<file path="src/rtl/router_input_buffer.sv">
// Per-input-port flit FIFO with XY route compute on the head flit.
// Presents a one-hot request and the head flit to the allocators; pops on grant.
module router_input_buffer #(
    parameter int         data_size = 8,
    parameter int         depth     = 4,
    parameter logic [1:0] cur_x     = 2'd0,
    parameter logic [1:0] cur_y     = 2'd0
) (
    input  logic                       clk,
    input  logic                       rst_n,
    input  logic                       in_valid,
    input  logic [data_size-1:0]       in_data,
    output logic                       in_ready,
    output logic [4:0]                 request,
    output logic [data_size-1:0]       data_o,
    input  logic                       grant,
    output logic [$clog2(depth):0]     count
);

    localparam int PW = $clog2(depth);
    localparam int CW = PW + 1;

    logic [data_size-1:0] mem_q [depth];
    logic [PW-1:0]        wr_ptr_q, wr_ptr_d;
    logic [PW-1:0]        rd_ptr_q, rd_ptr_d;
    logic [CW-1:0]        count_q, count_d;
    logic [data_size-1:0] last_q, last_d;

    logic                 push, pop, not_empty;
    logic [data_size-1:0] head;
    logic [1:0]           dx, dy;
    logic [4:0]           route;

    assign not_empty = (count_q != '0);
    assign in_ready  = (count_q != CW'(depth));
    assign push      = in_valid & in_ready;
    assign pop       = grant & not_empty;
    assign head      = mem_q[rd_ptr_q];
    assign dx        = head[data_size-1:data_size-2];
    assign dy        = head[data_size-3:data_size-4];

    // Request bit order matches the allocator: L N E S W.
    always_comb begin
        route = 5'b00000;
        if (dx > cur_x)      route = 5'b00100;
        else if (dx < cur_x) route = 5'b00001;
        else if (dy < cur_y) route = 5'b01000;
        else if (dy > cur_y) route = 5'b00010;
        else                 route = 5'b10000;
    end

    always_comb begin
        wr_ptr_d = wr_ptr_q;
        rd_ptr_d = rd_ptr_q;
        count_d  = count_q;
        last_d   = last_q;
        if (push) wr_ptr_d = wr_ptr_q + 1'b1;
        if (pop) begin
            rd_ptr_d = rd_ptr_q + 1'b1;
            last_d   = head;
        end
        if (push && !pop)      count_d = count_q + 1'b1;
        else if (pop && !push) count_d = count_q - 1'b1;
    end

    always_ff @(posedge clk or negedge rst_n) begin
        if (!rst_n) begin
            wr_ptr_q <= '0;
            rd_ptr_q <= '0;
            count_q  <= '0;
            last_q   <= '0;
            for (int i = 0; i < depth; i++) mem_q[i] <= '0;
        end else begin
            wr_ptr_q <= wr_ptr_d;
            rd_ptr_q <= rd_ptr_d;
            count_q  <= count_d;
            last_q   <= last_d;
            if (push) mem_q[wr_ptr_q] <= in_data;
        end
    end

    // When empty, data_o keeps showing the most recently popped flit.
    assign request = not_empty ? route : 5'b00000;
    assign data_o  = not_empty ? head : last_q;
    assign count   = count_q;

endmodule

</file>
<file path="config.mk">
export PLATFORM = sky130hd
export DESIGN_NAME = router_input_buffer
export DESIGN_NICKNAME = d
export VERILOG_FILES = /design/src/rtl/router_input_buffer.sv
export SDC_FILE = /design/constraint.sdc
export NUM_CORES = 1
export LEC_CHECK = 0
export CAP_MARGIN = 20
export CORE_AREA = 2 2 101 54
export DETAILED_ROUTE_END_ITERATION = 8
export DIE_AREA = 0 0 103 56
export GPL_ROUTABILITY_DRIVEN = 0
export PLACE_DENSITY = 0.75
export SYNTH_ARGS = -nofsm -noshare
export SYNTH_HDL_FRONTEND = slang
export SYNTH_SLANG_ARGS = --single-unit
</file>
<file path="constraint.sdc">
create_clock -name clk -period 2.2 [get_ports clk]
set_input_delay 0.33 -clock clk [delete_from_list [all_inputs] [get_ports clk]]
set_output_delay 0.33 -clock clk [all_outputs]
set_load 0.01 [all_outputs]
</file>
After elaboration in Yosys (flattened, before gate mapping)
Index checks and enable logic that the tools add are counted.
W data, S select, Z words.
Word-level totals
  register bits: 47
  output and inout port bits: 17
  word-level logic and storage cells: 45
Operators by class
  add/sub/neg operators: 4
  magnitude comparators: 7
  equal/unequal tests: 1
  multiplexer cells: 14
  bitwise gates (word level): 4
  reductions and logical operators: 7
Operators by type and width (count)
  $bwmux W32: 1
  $mux W8: 4
  $mux W5: 5
  $bmux W8 S2: 1
  $demux W8 S2: 1
  $ge A3 B3 Y1 const B: 2
  $mux W3: 2
  $not A2 Y3: 2
  $add A2 B1 Y2 const B: 2
  $gt A2 B1 Y1 const B: 2
  $lt A2 B1 Y1 const B: 2
  $add A3 B1 Y3 const B: 1
  $logic_and A1 B1 Y1: 3
  $lt A3 B1 Y1 const B: 1
  $ne A3 B3 Y1 const B: 1
  $reduce_bool A3 Y1: 1
  $sub A3 B1 Y3 const B: 1
  $and A1 B1 Y1: 2
  $logic_not A1 Y1: 2
  $reduce_bool A2 Y1: 1

Longest topological paths before layout
Gate-level depths: netlist of run 1.
  depth after elaboration: 10
  depth in mapped cells: 10
  gate-level depth less buffers: 9

Least setup slack after synthesis of run 1
No wires, ideal clock.
  path kind: register to register
  start: register count_q[1], in the netlist count[1]
  end: register count_q[2], in the netlist count[2]
  library setup time: 0.079 ns
  arrival time: 2.161 ns
  data required time: 2.121 ns
  slack: -0.040 ns
  stages on the path, launching flop included: 9
  cells stage by stage: dfrtp_1 > or3_1 > nand2_1 > ha_1 > inv_1 > fa_1 > xor2_1 > nor2_1 > xor2_1
On the way
  cells in the longest elaborated chain, start to end: 5
RTL lines
  from (decl): line 26  | logic [CW-1:0] count_q, count_d;
  from (signal assigned): line 76  | count_q <= count_d;
  branches (longest 5 deep; another with $sub A3 B1 Y3)
Parallel ways; which one is timed is not known. The select of a mux whose other input is x is not followed.
A chain may end at the register's enable or synchronous reset.

Final worst setup path of run 1
  start: register rd_ptr_q[0]
  end: output port request[4]
On the way
  cells in the longest elaborated chain, start to end: 10
RTL lines
  from (decl): line 25  | logic [PW-1:0] rd_ptr_q, rd_ptr_d;
  from (signal assigned): line 75  | rd_ptr_q <= rd_ptr_d;
  $not A2 Y3 (not written as such) *: line 38  | assign head = mem_q[rd_ptr_q];
  $bmux W8 S2 *: line 38
  $mux W8 (not written as such) * (2 in a row): line 38
  $gt A2 B1 Y1: line 48  | else if (dy > cur_y) route = 5'b00010;
  $mux W5: line 48
  $mux W5: line 47  | else if (dy < cur_y) route = 5'b01000;
  $mux W5: line 46  | else if (dx < cur_x) route = 5'b00001;
  $mux W5 *: line 45  | if (dx > cur_x) route = 5'b00100;
  $mux W5 *: line 83  | assign request = not_empty ? route : 5'b00000;
  to (decl): line 14  | output logic [4:0] request,
Every way passes the cells marked *; elsewhere a longest branch is shown, timed or not. The select of a mux whose other input is x is not followed.

==> impl_metrics.env, run 1 <==
export IMPL_power_leakage_nw=1.296
export IMPL_io_buffers=26
export IMPL_critPathLaunchType="register"
export IMPL_pre_cts_slack_ns=-0.02083
export IMPL_place_hpwl_um=3127
export IMPL_root_buffer="clkbuf_8"
export IMPL_nets=232
export IMPL_muxShareOfSynthArea_pct=31.40
export IMPL_synth_area_um2=2303
export IMPL_vias=1405
export IMPL_p_sw_share_pct=34.85
export IMPL_slew_headroom_pct=61.81
export IMPL_skew_ns=0.008432
export IMPL_synth_top_family_by_area="multiplexers"
export IMPL_overflow=0
export IMPL_die_w_um=103
export IMPL_antenna_found_initial=0
export IMPL_tns_ns=0
export IMPL_ys_flop_type="dfrtp_1"
export IMPL_finalSetupViolations=0
export IMPL_path_max_fanout=4
export IMPL_grt_total_usage_pct=18.13
export IMPL_period_share_pct=96.93
export IMPL_p_switching_w=0.001709
export IMPL_ant_nets=0
export IMPL_synth_adder_area_share_pct=3.585
export IMPL_final_core_util_pct=59.94
export IMPL_diodes=0
export IMPL_placed_area_um2=2714
export IMPL_synth_xor_area_share_pct=2.281
export IMPL_drt_total_wl_um=4511
export IMPL_seq_area_frac_synth_pct=51.06
export IMPL_syn_avg_cell_area_um2=13.79
export IMPL_synthCells=167
export IMPL_worst_slew_pin_transition_ns=0.5728
export IMPL_numCtsBuffers=5
export IMPL_grt_max_degree=48
export IMPL_dieArea_um2=5768
export IMPL_multi_input_area_um2=1096
export IMPL_grt_pass1_wl_um=7797
export IMPL_synthSimpleGateAreaFrac_pct=8.419
export IMPL_status="finished, final reports clean"
export IMPL_die_height_um=56
export IMPL_drive_gt1_share_pct=46.98
export IMPL_viasPerCell=4.930
export IMPL_rows=18
export IMPL_ys_warn_count=0
export IMPL_period_needed_ns=2.132
export IMPL_initialDrtViolationCount=21
export IMPL_first_global_vias=1531
export IMPL_pin_count=29
export IMPL_clk_latency_ns=0.31
export IMPL_worst_slack_ns=0.06751
export IMPL_start_util_pct=47.79
export IMPL_finalInstanceArea_um2=2889
export IMPL_holdWs_ns=0.09260
export IMPL_p_seq_share_pct=33.0
export IMPL_ir_drop_mv=0.5651
export IMPL_cp_arrival_ns=1.80
export IMPL_slew_violations=0
export IMPL_clk_path_buf_depth=2
export IMPL_synth_edf_count=0
export IMPL_critPathKind="reg2out"
export IMPL_p_int_w=0.003195
export IMPL_async_flop_share_pct=100.0
export IMPL_hold_class="in2async"
export IMPL_regArea_um2=1179
export IMPL_cap_violations=0
export IMPL_clkTransAtPathRegs_ns=0.09
export IMPL_drtPass1Iterations=4
export IMPL_fmax_ghz=0.4689
export IMPL_ys_types=28
export IMPL_synth_compound_area_share_pct=0.5432
export IMPL_combPwrFrac_pct=53.8
export IMPL_synth_seq_cells=47
export IMPL_rsz0062_at_grt="true"
export IMPL_cp_end_kind="primary output"
export IMPL_core_um2=4820
export IMPL_drc_errors=0
export IMPL_cts_hold_buf=0
export IMPL_cp_required_ns=1.87
export IMPL_syn_to_final_growth_pct=25.42
export IMPL_h_tree_depth=2
export IMPL_clock_sinks=47
export IMPL_powerDensity_nw_per_um2=1698
export IMPL_fillCellCount=391
export IMPL_final_hold_viol_count=0
export IMPL_routedWlPerCell_um=15.83
export IMPL_cts_tree="yes"
export IMPL_p_clk_share_pct=13.3
## worst max-delay path, stage by stage, from the launching register on
cell and delay [ns]:
dfrtp_2 0.43, buf_6 0.11, mux4_2 0.52, nor2_2 0.14
a21boi_2 0.16, buf_2 0.14
## through the flow
step / total power [W] / std cells
2_1_floorplan: 0.003172 / 168
3_3_place_gp: 0.004118 / 271
3_5_place_dp: 0.004224 / 271
4_1_cts: 0.004833 / 283
5_1_grt: 0.005276 / 285
6_report: 0.004904 / 285
## state kept, by name (all words and copies together), names as in the netlist
register  flops
mem_q        32
wr_ptr_q      2
rd_ptr_q      2
last_q        8
count         3
## cells by family (layout without fill, tap and decap cells)
kind of cell,after synthesis,in the layout
AO/OA/AOI/OAI,2,2
XOR/XNOR,6,6
adder cells (fa/ha/maj),6,6
buffers and inverters,11,58
flip-flops,47,47
multiplexers,54,54
other,1,2
AND/OR/NAND/NOR,40,40
## cells in the final DEF, fill, tap and decap left out, drive strengths merged, types with 2 or more instances in the layout
cell type and n:
dfrtp 47, xor2 2, dlygate4sd2 2, clkdlybuf4s50 13, mux4 8, mux2i 4
inv 5, nor2 4, ha 5, mux2 42, clkdlybuf4s15 4, nand2 26
clkbuf 6, xnor2 4, buf 26, conb 2, nand3 4
## power groups by stage
stage                     combinational (W)  sequential [W]  clock, W
after floorplan                     0.00162         0.00155         0
final                               0.00264         0.00162  0.000651
after global routing                0.00289         0.00168  0.000702
after global placement              0.00252         0.00160         0
after detailed placement            0.00259         0.00164         0
after CTS                           0.00256         0.00161  0.000655
## worst paths after layout
path,startpoint,to,slack [ns],cells after the start
setup / recovery,rd_ptr_q[0],request[4],0.07,5
hold / removal,rst_n,mem_q[9],0.09,2
setup reg to reg,count[1],count[1],0.10,8
hold reg to reg,mem_q[10],mem_q[10],0.51,1
max in group asynchronous,rst_n,count[0],1.68,2
min in group clk,mem_q[10],mem_q[10],0.51,1
## repair_timing
item,in CTS,in global routing
buffers inserted,4,3
setup endpoints to repair,11,9
resized for setup,36,16
pin swaps,3,4
## layer usage
layer  up-vias  GRT usage (%)  wire length (um)  part of all wire, %
met4         0          5.639                69                  1.5
met1       694          25.55              2214                   49
met2        29          28.20              2061                   46
met5         -              0                 0                    0
met3         7          3.769               165                  3.7
li1        675              -                 -                    -
## synth_stat cells (2+ instances only)
master | n | area, um2
nand3_2 | 3 | 30.03
mux4_2 | 8 | 180.2
nor2_1 | 4 | 15.01
mux2i_1 | 4 | 40.04
xnor2_1 | 4 | 35.03
mux2_2 | 34 | 382.9
mux2_4 | 8 | 120.1
xor2_1 | 2 | 17.52
buf_2 | 2 | 10.01
ha_1 | 5 | 62.56
nand2_1 | 26 | 97.59
dfrtp_1 | 47 | 1176
inv_1 | 4 | 15.01
buf_4 | 2 | 15.01
## layout make-up
class	count	area share (%)
clock buffer	5	2.382
inverter	4	0.5197
tap	70	3.032
timing repair buffer	46	13.73
multi-input combinational	110	37.94
sequential	47	40.80
clock inverter	3	1.602
Power figures use the tool's default switching activity.
==> inputs of run 2 (changes only) <==
--- a/config.mk
+++ b/config.mk
@@ -6,11 +6,11 @@
 export NUM_CORES = 1
 export LEC_CHECK = 0
 export CAP_MARGIN = 20
-export CORE_AREA = 2 2 101 54
+export CORE_AREA = 2 2 56 97
 export DETAILED_ROUTE_END_ITERATION = 8
-export DIE_AREA = 0 0 103 56
+export DIE_AREA = 0 0 58 99
 export GPL_ROUTABILITY_DRIVEN = 0
-export PLACE_DENSITY = 0.75
+export PLACE_DENSITY = 0.73
 export SYNTH_ARGS = -nofsm -noshare
 export SYNTH_HDL_FRONTEND = slang
 export SYNTH_SLANG_ARGS = --single-unit
==> impl_metrics.env, run 2 (synthesized netlist as in run 1, its figures left out) <==
export IMPL_status="finished, final reports clean"
export IMPL_reg2reg_slack_ns=0.14
export IMPL_die_w_um=58
export IMPL_cts_tree="yes"
export IMPL_cp_depth=6
export IMPL_power_leakage_nw=1.297
export IMPL_routedWlPerCell_um=17.20
export IMPL_ant_nets=0
export IMPL_p_sw_share_pct=34.53
export IMPL_cp_required_ns=1.87
export IMPL_period_needed_ns=2.123
export IMPL_cts_hold_buf=0
export IMPL_grt_pass1_wl_um=7886
export IMPL_final_cell_mix="47 x dfrtp_1, 34 x mux2_2, 24 x nand2_1"
export IMPL_mostFrequentLayoutCell="dfrtp_1"
export IMPL_crit_buf_inv=3
export IMPL_p_clk_share_pct=13.2
export IMPL_finalInstanceArea_um2=2863
export IMPL_placed_area_um2=2679
export IMPL_cap_violations=0
export IMPL_final_core_util_pct=58.01
export IMPL_overflow=0
export IMPL_die_height_um=99
export IMPL_slew_headroom_pct=59.90
export IMPL_antenna_found_initial=0
export IMPL_grt_total_usage_pct=18.08
export IMPL_cp_startpoint="count[0]"
export IMPL_rr_startpoint="count[0]"
export IMPL_powerDensity_nw_per_um2=1677
export IMPL_drtPass1Iterations=4
export IMPL_h_tree_depth=2
export IMPL_period_share_pct=96.51
export IMPL_syn_to_final_growth_pct=24.28
export IMPL_p_int_w=0.003143
export IMPL_pin_count=29
export IMPL_numCtsBuffers=5
export IMPL_finalSetupViolations=0
export IMPL_root_buffer="clkbuf_8"
export IMPL_core_um2=4935
export IMPL_clk_path_buf_depth=2
export IMPL_multi_input_area_um2=1101
export IMPL_power_total_w=0.004801
export IMPL_cp_cell_sequence="or3_4 -> buf_4 -> buf_4 -> nand2_1 -> nand2_1 -> dlygate4sd2_1"
export IMPL_cp_end_kind="primary output"
export IMPL_final_hold_viol_count=0
export IMPL_start_util_pct=46.68
export IMPL_fmax_ghz=0.4710
export IMPL_rows=34
export IMPL_p_seq_share_pct=33.3
export IMPL_clkTransAtPathRegs_ns=0.09
export IMPL_cp_arrival_ns=1.79
export IMPL_first_global_vias=1591
export IMPL_skew_ns=0.01067
export IMPL_worst_slew_pin_transition_ns=0.6016
export IMPL_rsz0062_at_grt="false"
export IMPL_path_max_fanout=7
export IMPL_diodes=0
export IMPL_combPwrFrac_pct=53.5
export IMPL_clk_latency_ns=0.30
export IMPL_dieArea_um2=5742
export IMPL_cpMaxStageDelayCell="or3_4"
export IMPL_holdWs_ns=0.1070
export IMPL_top_register="mem_q"
export IMPL_p_switching_w=0.001658
export IMPL_hold_class="in2async"
export IMPL_critical_path_top_delay_family="buffers and inverters"
export IMPL_initialDrtViolationCount=29
export IMPL_r2r_end="count[1]"
export IMPL_ir_drop_mv=1.091
export IMPL_tns_ns=0
export IMPL_vias=1458
export IMPL_ff2ff_path_depth=8
export IMPL_regArea_um2=1176
export IMPL_slowest_delay_ns=0.41
export IMPL_fillCellCount=413
export IMPL_clock_sinks=47
export IMPL_slew_violations=0
export IMPL_drt_total_wl_um=4628
export IMPL_critPathKind="reg2out"
export IMPL_viasPerCell=5.420
export IMPL_drc_errors=0
export IMPL_critPathCapture="data_o[5]"
export IMPL_grt_max_degree=48
export IMPL_critPathLaunchType="register"
export IMPL_largest_reg_flops=32
export IMPL_io_buffers=26
export IMPL_nets=232
export IMPL_drive_gt1_share_pct=43.72
export IMPL_place_hpwl_um=3420
-- run 2: layout make-up --
type                       instances  share of cell area (%)
clock inverter                     3                   1.530
tap                               54                   2.360
timing repair buffer              46                   13.64
sequential                        47                   41.08
clock buffer                       5                   2.404
inverter                           4                  0.5245
multi-input combinational        110                   38.46
-- run 2: through the flow --
stage / worst slack [ns] / std cells
3_5_place_dp: -0.004067 / 253
3_3_place_gp: 0.06091 / 253
5_1_grt: 0.004015 / 269
4_1_cts: -0.01497 / 266
6_report: 0.07685 / 269
2_1_floorplan: 0.004195 / 168
-- run 2: layer usage --
metal	global-route usage, %	vias to the layer above	wire length [um]
li1	-	674	-
met1	20.25	751	1722
met2	34.18	27	2686
met3	3.281	6	169
met4	4.293	0	50
met5	0	-	0
-- run 2: worst min-delay path by stage --
stage | cells after the start | startpoint | end | slack [ns]
global placement | 2 | rst_n | mem_q[11] | 0.44
finish | 2 | rst_n | mem_q[3] | 0.11
detailed placement | 2 | rst_n | count[2] | 0.46
global route | 2 | rst_n | mem_q[9] | 0.15
floorplan | 0 | rst_n | count[0] | 0.03
CTS | 2 | rst_n | mem_q[16] | 0.12
-- run 2: power by group through the flow --
stage	registers, W	logic [W]	clock network (W)
floorplan	0.00155	0.00162	0
global placement	0.00160	0.00245	0
detailed placement	0.00163	0.00254	0
CTS	0.00160	0.00251	0.000647
global route	0.00165	0.00280	0.000693
finish	0.00160	0.00257	0.000635
-- run 2: timing repair --
item | CTS | global route
setup buffers | 5 | 3
gates resized for setup | 21 | 15
setup endpoints to repair | 11 | 12
pin swaps | 1 | 6
==> inputs of run 3 (changes only) <==
--- a/config.mk
+++ b/config.mk
@@ -5,7 +5,7 @@
 export SDC_FILE = /design/constraint.sdc
 export NUM_CORES = 1
 export LEC_CHECK = 0
-export CAP_MARGIN = 20
+export CAP_MARGIN = 0
 export CORE_AREA = 2 2 56 97
 export DETAILED_ROUTE_END_ITERATION = 8
 export DIE_AREA = 0 0 58 99
==> results of run 3 <==
Same layout as run 2: the final DEF is identical, and so are final timing and power.
